$ cat src/rtl/rf_pkg.sv
// Shared types for the register-file writeback front end.
package rf_pkg;

  localparam int XLEN     = 32;
  localparam int NUM_REGS = 32;

  typedef logic [4:0] reg_addr_t;

  typedef struct packed {
    reg_addr_t       addr;
    logic [XLEN-1:0] data;
  } wb_entry_t;

endpackage

$ cat src/rtl/wb_fifo.sv
// Small synchronous FIFO of writeback entries; buffers LSU load data while
// the ALU owns the RF write port. DEPTH must be a power of two.
module wb_fifo
  import rf_pkg::*;
#(
  parameter int DEPTH = 2
) (
  input  logic      clk_i,
  input  logic      rst_ni,
  input  logic      push_i,
  input  wb_entry_t push_entry_i,
  input  logic      pop_i,
  output logic      full_o,
  output logic      empty_o,
  output wb_entry_t head_o
);

  localparam int PW = $clog2(DEPTH);
  localparam int CW = PW + 1;

  logic [PW-1:0] wr_ptr_q, wr_ptr_d;
  logic [PW-1:0] rd_ptr_q, rd_ptr_d;
  logic [CW-1:0] count_q, count_d;
  wb_entry_t     mem_q [DEPTH];
  wb_entry_t     mem_d [DEPTH];
  logic          do_push, do_pop;

  assign full_o  = (count_q == CW'(DEPTH));
  assign empty_o = (count_q == '0);
  assign head_o  = mem_q[rd_ptr_q];
  assign do_push = push_i & ~full_o;
  assign do_pop  = pop_i & ~empty_o;

  // Next pointers, occupancy and storage; pointers wrap naturally at DEPTH.
  always_comb begin
    mem_d    = mem_q;
    wr_ptr_d = wr_ptr_q;
    rd_ptr_d = rd_ptr_q;
    count_d  = count_q + CW'(do_push) - CW'(do_pop);
    if (do_push) begin
      mem_d[wr_ptr_q] = push_entry_i;
      wr_ptr_d        = wr_ptr_q + 1'b1;
    end
    if (do_pop) begin
      rd_ptr_d = rd_ptr_q + 1'b1;
    end
  end

  // Control state: reset empties the queue, dropping any stale entries.
  always_ff @(posedge clk_i or negedge rst_ni) begin
    if (!rst_ni) begin
      wr_ptr_q <= '0;
      rd_ptr_q <= '0;
      count_q  <= '0;
    end else begin
      wr_ptr_q <= wr_ptr_d;
      rd_ptr_q <= rd_ptr_d;
      count_q  <= count_d;
    end
  end

  // Entry storage carries no reset; validity is tracked by the pointers.
  always_ff @(posedge clk_i) begin
    mem_q <= mem_d;
  end

endmodule

$ cat src/rtl/rf_writeback_arb.sv
// Writer-side front end of the register file: merges ALU and LSU results
// onto the single RF write port (ALU has priority) and keeps a busy
// scoreboard of outstanding loads to stall decode on RAW/WAW hazards.
module rf_writeback_arb
  import rf_pkg::*;
#(
  parameter int XLEN           = rf_pkg::XLEN,
  parameter int LSU_FIFO_DEPTH = 2
) (
  input  logic            clk_i,
  input  logic            rst_ni,
  input  logic            alu_valid_i,
  input  logic [4:0]      alu_addr_i,
  input  logic [XLEN-1:0] alu_data_i,
  input  logic            lsu_valid_i,
  output logic            lsu_ready_o,
  input  logic [4:0]      lsu_addr_i,
  input  logic [XLEN-1:0] lsu_data_i,
  input  logic            load_issue_i,
  input  logic [4:0]      load_rd_i,
  input  logic [4:0]      rs1_addr_i,
  input  logic [4:0]      rs2_addr_i,
  output logic            stall_o,
  output logic            write_enable_o,
  output logic [4:0]      write_addr_o,
  output logic [XLEN-1:0] write_data_o
);

  wb_entry_t           lsu_entry, fifo_head, sel_entry;
  logic                fifo_full, fifo_empty, fifo_push, fifo_pop, sel_valid;
  logic                we_q, we_d;
  reg_addr_t           waddr_q, waddr_d;
  logic [XLEN-1:0]     wdata_q, wdata_d;
  logic                src_lsu_q, src_lsu_d;
  logic [NUM_REGS-1:0] busy_q, busy_d;

  // Ready is plain !full: a pop in the same cycle does not open a slot early.
  assign lsu_ready_o = ~fifo_full;
  assign fifo_push   = lsu_valid_i & lsu_ready_o;
  assign fifo_pop    = ~alu_valid_i & ~fifo_empty;
  assign lsu_entry   = '{addr: lsu_addr_i, data: lsu_data_i};

  wb_fifo #(
    .DEPTH(LSU_FIFO_DEPTH)
  ) u_lsu_fifo (
    .clk_i       (clk_i),
    .rst_ni      (rst_ni),
    .push_i      (fifo_push),
    .push_entry_i(lsu_entry),
    .pop_i       (fifo_pop),
    .full_o      (fifo_full),
    .empty_o     (fifo_empty),
    .head_o      (fifo_head)
  );

  // Fixed-priority select: ALU result first, otherwise the FIFO head.
  always_comb begin
    sel_valid = alu_valid_i | ~fifo_empty;
    sel_entry = fifo_head;
    if (alu_valid_i) begin
      sel_entry = '{addr: alu_addr_i, data: alu_data_i};
    end
    we_d      = 1'b0;
    waddr_d   = waddr_q;
    wdata_d   = wdata_q;
    src_lsu_d = fifo_pop;
    if (sel_valid) begin
      // x0 writes still travel through (and drain the FIFO) but never enable.
      we_d    = (sel_entry.addr != '0);
      waddr_d = sel_entry.addr;
      wdata_d = sel_entry.data;
    end
  end

  // Scoreboard update: a load writeback clears, a newly issued load sets (set wins).
  always_comb begin
    busy_d = busy_q;
    if (we_q && src_lsu_q) begin
      busy_d[waddr_q] = 1'b0;
    end
    if (load_issue_i && (load_rd_i != '0)) begin
      busy_d[load_rd_i] = 1'b1;
    end
    busy_d[0] = 1'b0;
  end

  // RAW on either source, or WAW on the rd of a load being issued.
  always_comb begin
    stall_o = busy_q[rs1_addr_i] | busy_q[rs2_addr_i] |
              (load_issue_i & busy_q[load_rd_i]);
  end

  // Write-port registers, source flag and busy vector.
  always_ff @(posedge clk_i or negedge rst_ni) begin
    if (!rst_ni) begin
      we_q      <= 1'b0;
      waddr_q   <= '0;
      wdata_q   <= '0;
      src_lsu_q <= 1'b0;
      busy_q    <= '0;
    end else begin
      we_q      <= we_d;
      waddr_q   <= waddr_d;
      wdata_q   <= wdata_d;
      src_lsu_q <= src_lsu_d;
      busy_q    <= busy_d;
    end
  end

  assign write_enable_o = we_q;
  assign write_addr_o   = waddr_q;
  assign write_data_o   = wdata_q;

  // ALU must never target a register with a load still outstanding.
  a_alu_not_busy : assert property (@(posedge clk_i) disable iff (!rst_ni)
    (alu_valid_i && (alu_addr_i != '0)) |-> !busy_q[alu_addr_i]);

  // A load writeback must retire a register that was marked busy.
  a_lsu_was_busy : assert property (@(posedge clk_i) disable iff (!rst_ni)
    (we_q && src_lsu_q) |-> busy_q[waddr_q]);

endmodule

$ cat config.mk
export PLATFORM = sky130hd
export DESIGN_NAME = rf_writeback_arb
export DESIGN_NICKNAME = d
export VERILOG_FILES = /design/src/rtl/rf_pkg.sv /design/src/rtl/wb_fifo.sv /design/src/rtl/rf_writeback_arb.sv
export SDC_FILE = /design/constraint.sdc
export NUM_CORES = 1
export LEC_CHECK = 0
export CORE_MARGIN = 2
export CORE_UTILIZATION = 40
export DETAILED_ROUTE_END_ITERATION = 16
export PLACE_DENSITY_LB_ADDON = 0.2
export RECOVER_POWER = 50
export SLEW_MARGIN = 20
export SYNTH_ARGS = -nofsm -noshare
export SYNTH_HDL_FRONTEND = slang
export SYNTH_HIERARCHICAL = 1
export SYNTH_SLANG_ARGS = --single-unit
$ cat constraint.sdc
create_clock -name clk_i -period 2.5 [get_ports clk_i]
set_input_delay 0.375 -clock clk_i [delete_from_list [all_inputs] [get_ports clk_i]]
set_output_delay 0.375 -clock clk_i [all_outputs]
set_load 0.03 [all_outputs]
==> results.json <==
{
  "status": "finished with violations",
  "violations": "negative setup slack",
  "cp-startpoint": "busy_q[7]",
  "power.total_mw": 9.75,
  "finalCritPeriodShare": 1.00,
  "cts_tree": "done",
  "synth-edff-count": 74,
  "slowest_delay_ns": 0.49,
  "antenna_found_initial": 4,
  "die_w_um": 136,
  "grt_max_degree": 74,
  "worst-path-buf-inv": 2,
  "tightest_slew_ns": 0.993,
  "overflow": 0,
  "met2_length_um": 8730,
  "grt_pass1_wl_um": 27800,
  "ant_nets": 0,
  "ios": 134,
  "wl_met3_um": 1070,
  "wl_met1_um": 7310,
  "hold_viol": 0,
  "fmax_mhz": 399,
  "setup_viol": 1,
  "io_buffers": 133,
  "rsz0062_at_grt": "true",
  "min_path_type": "input pin to flip-flop",
  "crit_family": "multiplexers",
  "ys_warn_count": 6,
  "wl_per_cell_um": 18.8,
  "ys_seq_elements": 148,
  "dp_hpwl_um": 12700,
  "yosys.cell_types.count": 49,
  "highest_layer": "met4",
  "pre_cts_slack_ns": -0.617,
  "critPathSlowestCell": "mux4_2",
  "h-tree-depth": 4,
  "fin_nets": 794,
  "drive_gt1_frac": 0.200,
  "drt-initial-drc-count": 283,
  "syn-mean-instance-area_um2": 13.2,
  "crit_chain": "mux4_2 -> inv_2 -> o22ai_2 -> o41ai_2 -> nand4_1 -> buf_6",
  "die_h_um": 136,
  "rows": 48,
  "p_per_area_nw_per_um2": 1040,
  "clkSinkCount": 148,
  "cp-end-kind": "primary output",
  "async_flop_share": 0.500,
  "ff2ff_setup_slack_ns": 0.64,
  "numCtsBuffers": 17,
  "drv_cap": 0,
  "slew_headroom": 0.338,
  "initial_core_util": 0.405,
  "seq_area_frac_synth": 0.587,
  "worstHoldStart": "alu_valid_i",
  "slew_viol_final": 0,
  "critPathKind": "flip-flop to primary output",
  "clock_path_buffers": 2,
  "clockRootBuffer": "clkbuf_16",
  "synth_fp_nets": 621,
  "routed-via-count": 5022,
  "cts.clk_slew.worst_paths_ns": 0.05,
  "ir_worst_vdd_v": 0.000526,
  "required_ns": 2.12,
  "grt_use_total": 0.198,
  "worst-path-max-fanout": 3,
  "min_period_ns": 2.51,
  "synthFlopType": "edfxtp_1",
  "die_area_um2": 18400,
  "timing.rr.start": "u_lsu_fifo/count_q[1]",
  "syn_area_um2": 6940,
  "leakagePower_nw": 3.57,
  "detail_route.vias_per_cell": 5.34,
  "firstDrtPassIters": 5,
  "fin_skew_ns": 0.00667,
  "grt_pass1_vias": 5274,
  "start_kind": "flip-flop",
  "routed_wl_um": 17700,
  "syn_to_final_growth_pct": 34.9,
  "core_um2": 17100,
  "drc": 0,
  "place_congestion": 1.02,
  "timing.final.ws_setup_ns": -0.00829,
  "cp.arrival_ns": 2.13,
  "clk_latency_ns": 0.41,
  "synthCells": 525
}
-- report_power, final --
| part | total (mW) | internal [mW] | leakage, nW | switching (mW) |
|---|---|---|---|---|
| combinational | 3.47 | 1.74 | 1.80 | 1.73 |
| clock | 2.27 | 1.31 | 0.256 | 0.954 |
| sequential | 4.01 | 3.36 | 1.51 | 0.660 |
-- cells in the mapped netlist (all sizes together), types with 3 or more instances --
| library cell | number | area [um2] |
|---|---|---|
| nor2 | 12 | 45.0 |
| clkbuf | 9 | 33.8 |
| o21ai | 99 | 495 |
| nand3 | 7 | 35.0 |
| edfxtp | 74 | 2220 |
| dfrtp | 74 | 1850 |
| nand3b | 10 | 75.1 |
| a31oi | 3 | 18.8 |
| mux2 | 41 | 541 |
| nor3 | 4 | 20.0 |
| buf | 19 | 144 |
| mux2i | 56 | 561 |
| nand2b | 3 | 18.8 |
| inv | 6 | 22.5 |
| a21oi | 3 | 15.0 |
| mux4 | 11 | 255 |
| xnor2 | 3 | 26.3 |
| o22ai | 5 | 37.5 |
| nand4 | 5 | 31.3 |
| or3b | 5 | 48.8 |
| nor2b | 8 | 50.1 |
| nor3b | 3 | 22.5 |
| or3 | 3 | 18.8 |
| nand2 | 42 | 158 |
-- metal layers --
layer,track usage,up-vias
met5,0,-
met4,0.0868,0
met3,0.0520,43
met2,0.332,205
met1,0.243,2450
li1,-,2324
-- sequential cells by signal (all words and copies together) (netlist names) --
name and flops:
busy_q 31, u_lsu_fifo/count_q 2, u_lsu_fifo/rd_ptr_q 1, write_data_o 32, src_lsu_q 1, u_lsu_fifo/mem_q 74
write_enable_o 1, write_addr_o 5, u_lsu_fifo/wr_ptr_q 1
-- kinds of logic (layout without fill, tap and decap cells) --
family          after synthesis  after routing  synth area share
mux                         108            108             0.195
xor+xnor                      4              4           0.00505
flops                       148            148             0.587
other cells                   0              4                 0
fa+ha+maj                     2              2           0.00361
compound gates              121            121            0.0986
buf+inv                      35            221            0.0294
simple gates                107            107            0.0806
-- cell type report --
cell class,instances,area [um2]
diodes,4,10.0
clock buffers,19,453
clock inverters,13,82.6
fillers,1447,7750
inverters,7,26.3
multi-input cells,342,2690
flip-flops and latches,148,4080
well taps,225,282
repair buffers,182,1740
-- per-stage QoR --
step           TNS (ns)  instance area [um2]  cells  utilization  hold slack (ns)
2_1_floorplan         0                 6940    525            -           0.0794
6_report       -0.00829                 9360    940        0.547            0.231
3_5_place_dp     -0.617                 8750    897        0.511            0.388
4_1_cts         -0.0649                 9350    936        0.546            0.222
5_1_grt          -0.115                 9360    938        0.547            0.233
3_3_place_gp     -0.587                 8750    897        0.511            0.384
-- repair_timing --
action	CTS	global route
resized for setup	14	13
pin swaps	6	4
endpoints found under the hold margin	34	0
setup buffers	6	0
hold buffers	1	0
setup endpoints to repair	1	1
-- path summary, 6_finish.rpt --
| check | endpoint | depth (start not counted) |
|---|---|---|
| setup / recovery | stall_o | 6 |
| hold / removal | src_lsu_q | 2 |
| setup reg to reg | write_data_o[25] | 4 |
| hold reg to reg | u_lsu_fifo/count_q[1] | 1 |
| max in group asynchronous | busy_q[7] | 3 |
| min in group asynchronous | write_data_o[17] | 2 |
-- placed cells by master, fill, tap and decap left out, types with 11 or more instances in the layout --
cell type	count
o21ai_0	94
clkdlybuf4s50_1	84
edfxtp_1	74
dfrtp_1	71
mux2i_1	56
nand2_1	42
dlygate4sd3_1	38
buf_4	38
mux2_4	21
clkbuf_16	17
mux2_2	17
nor2_1	11
Note: power is estimated with default switching activity, not from simulation.
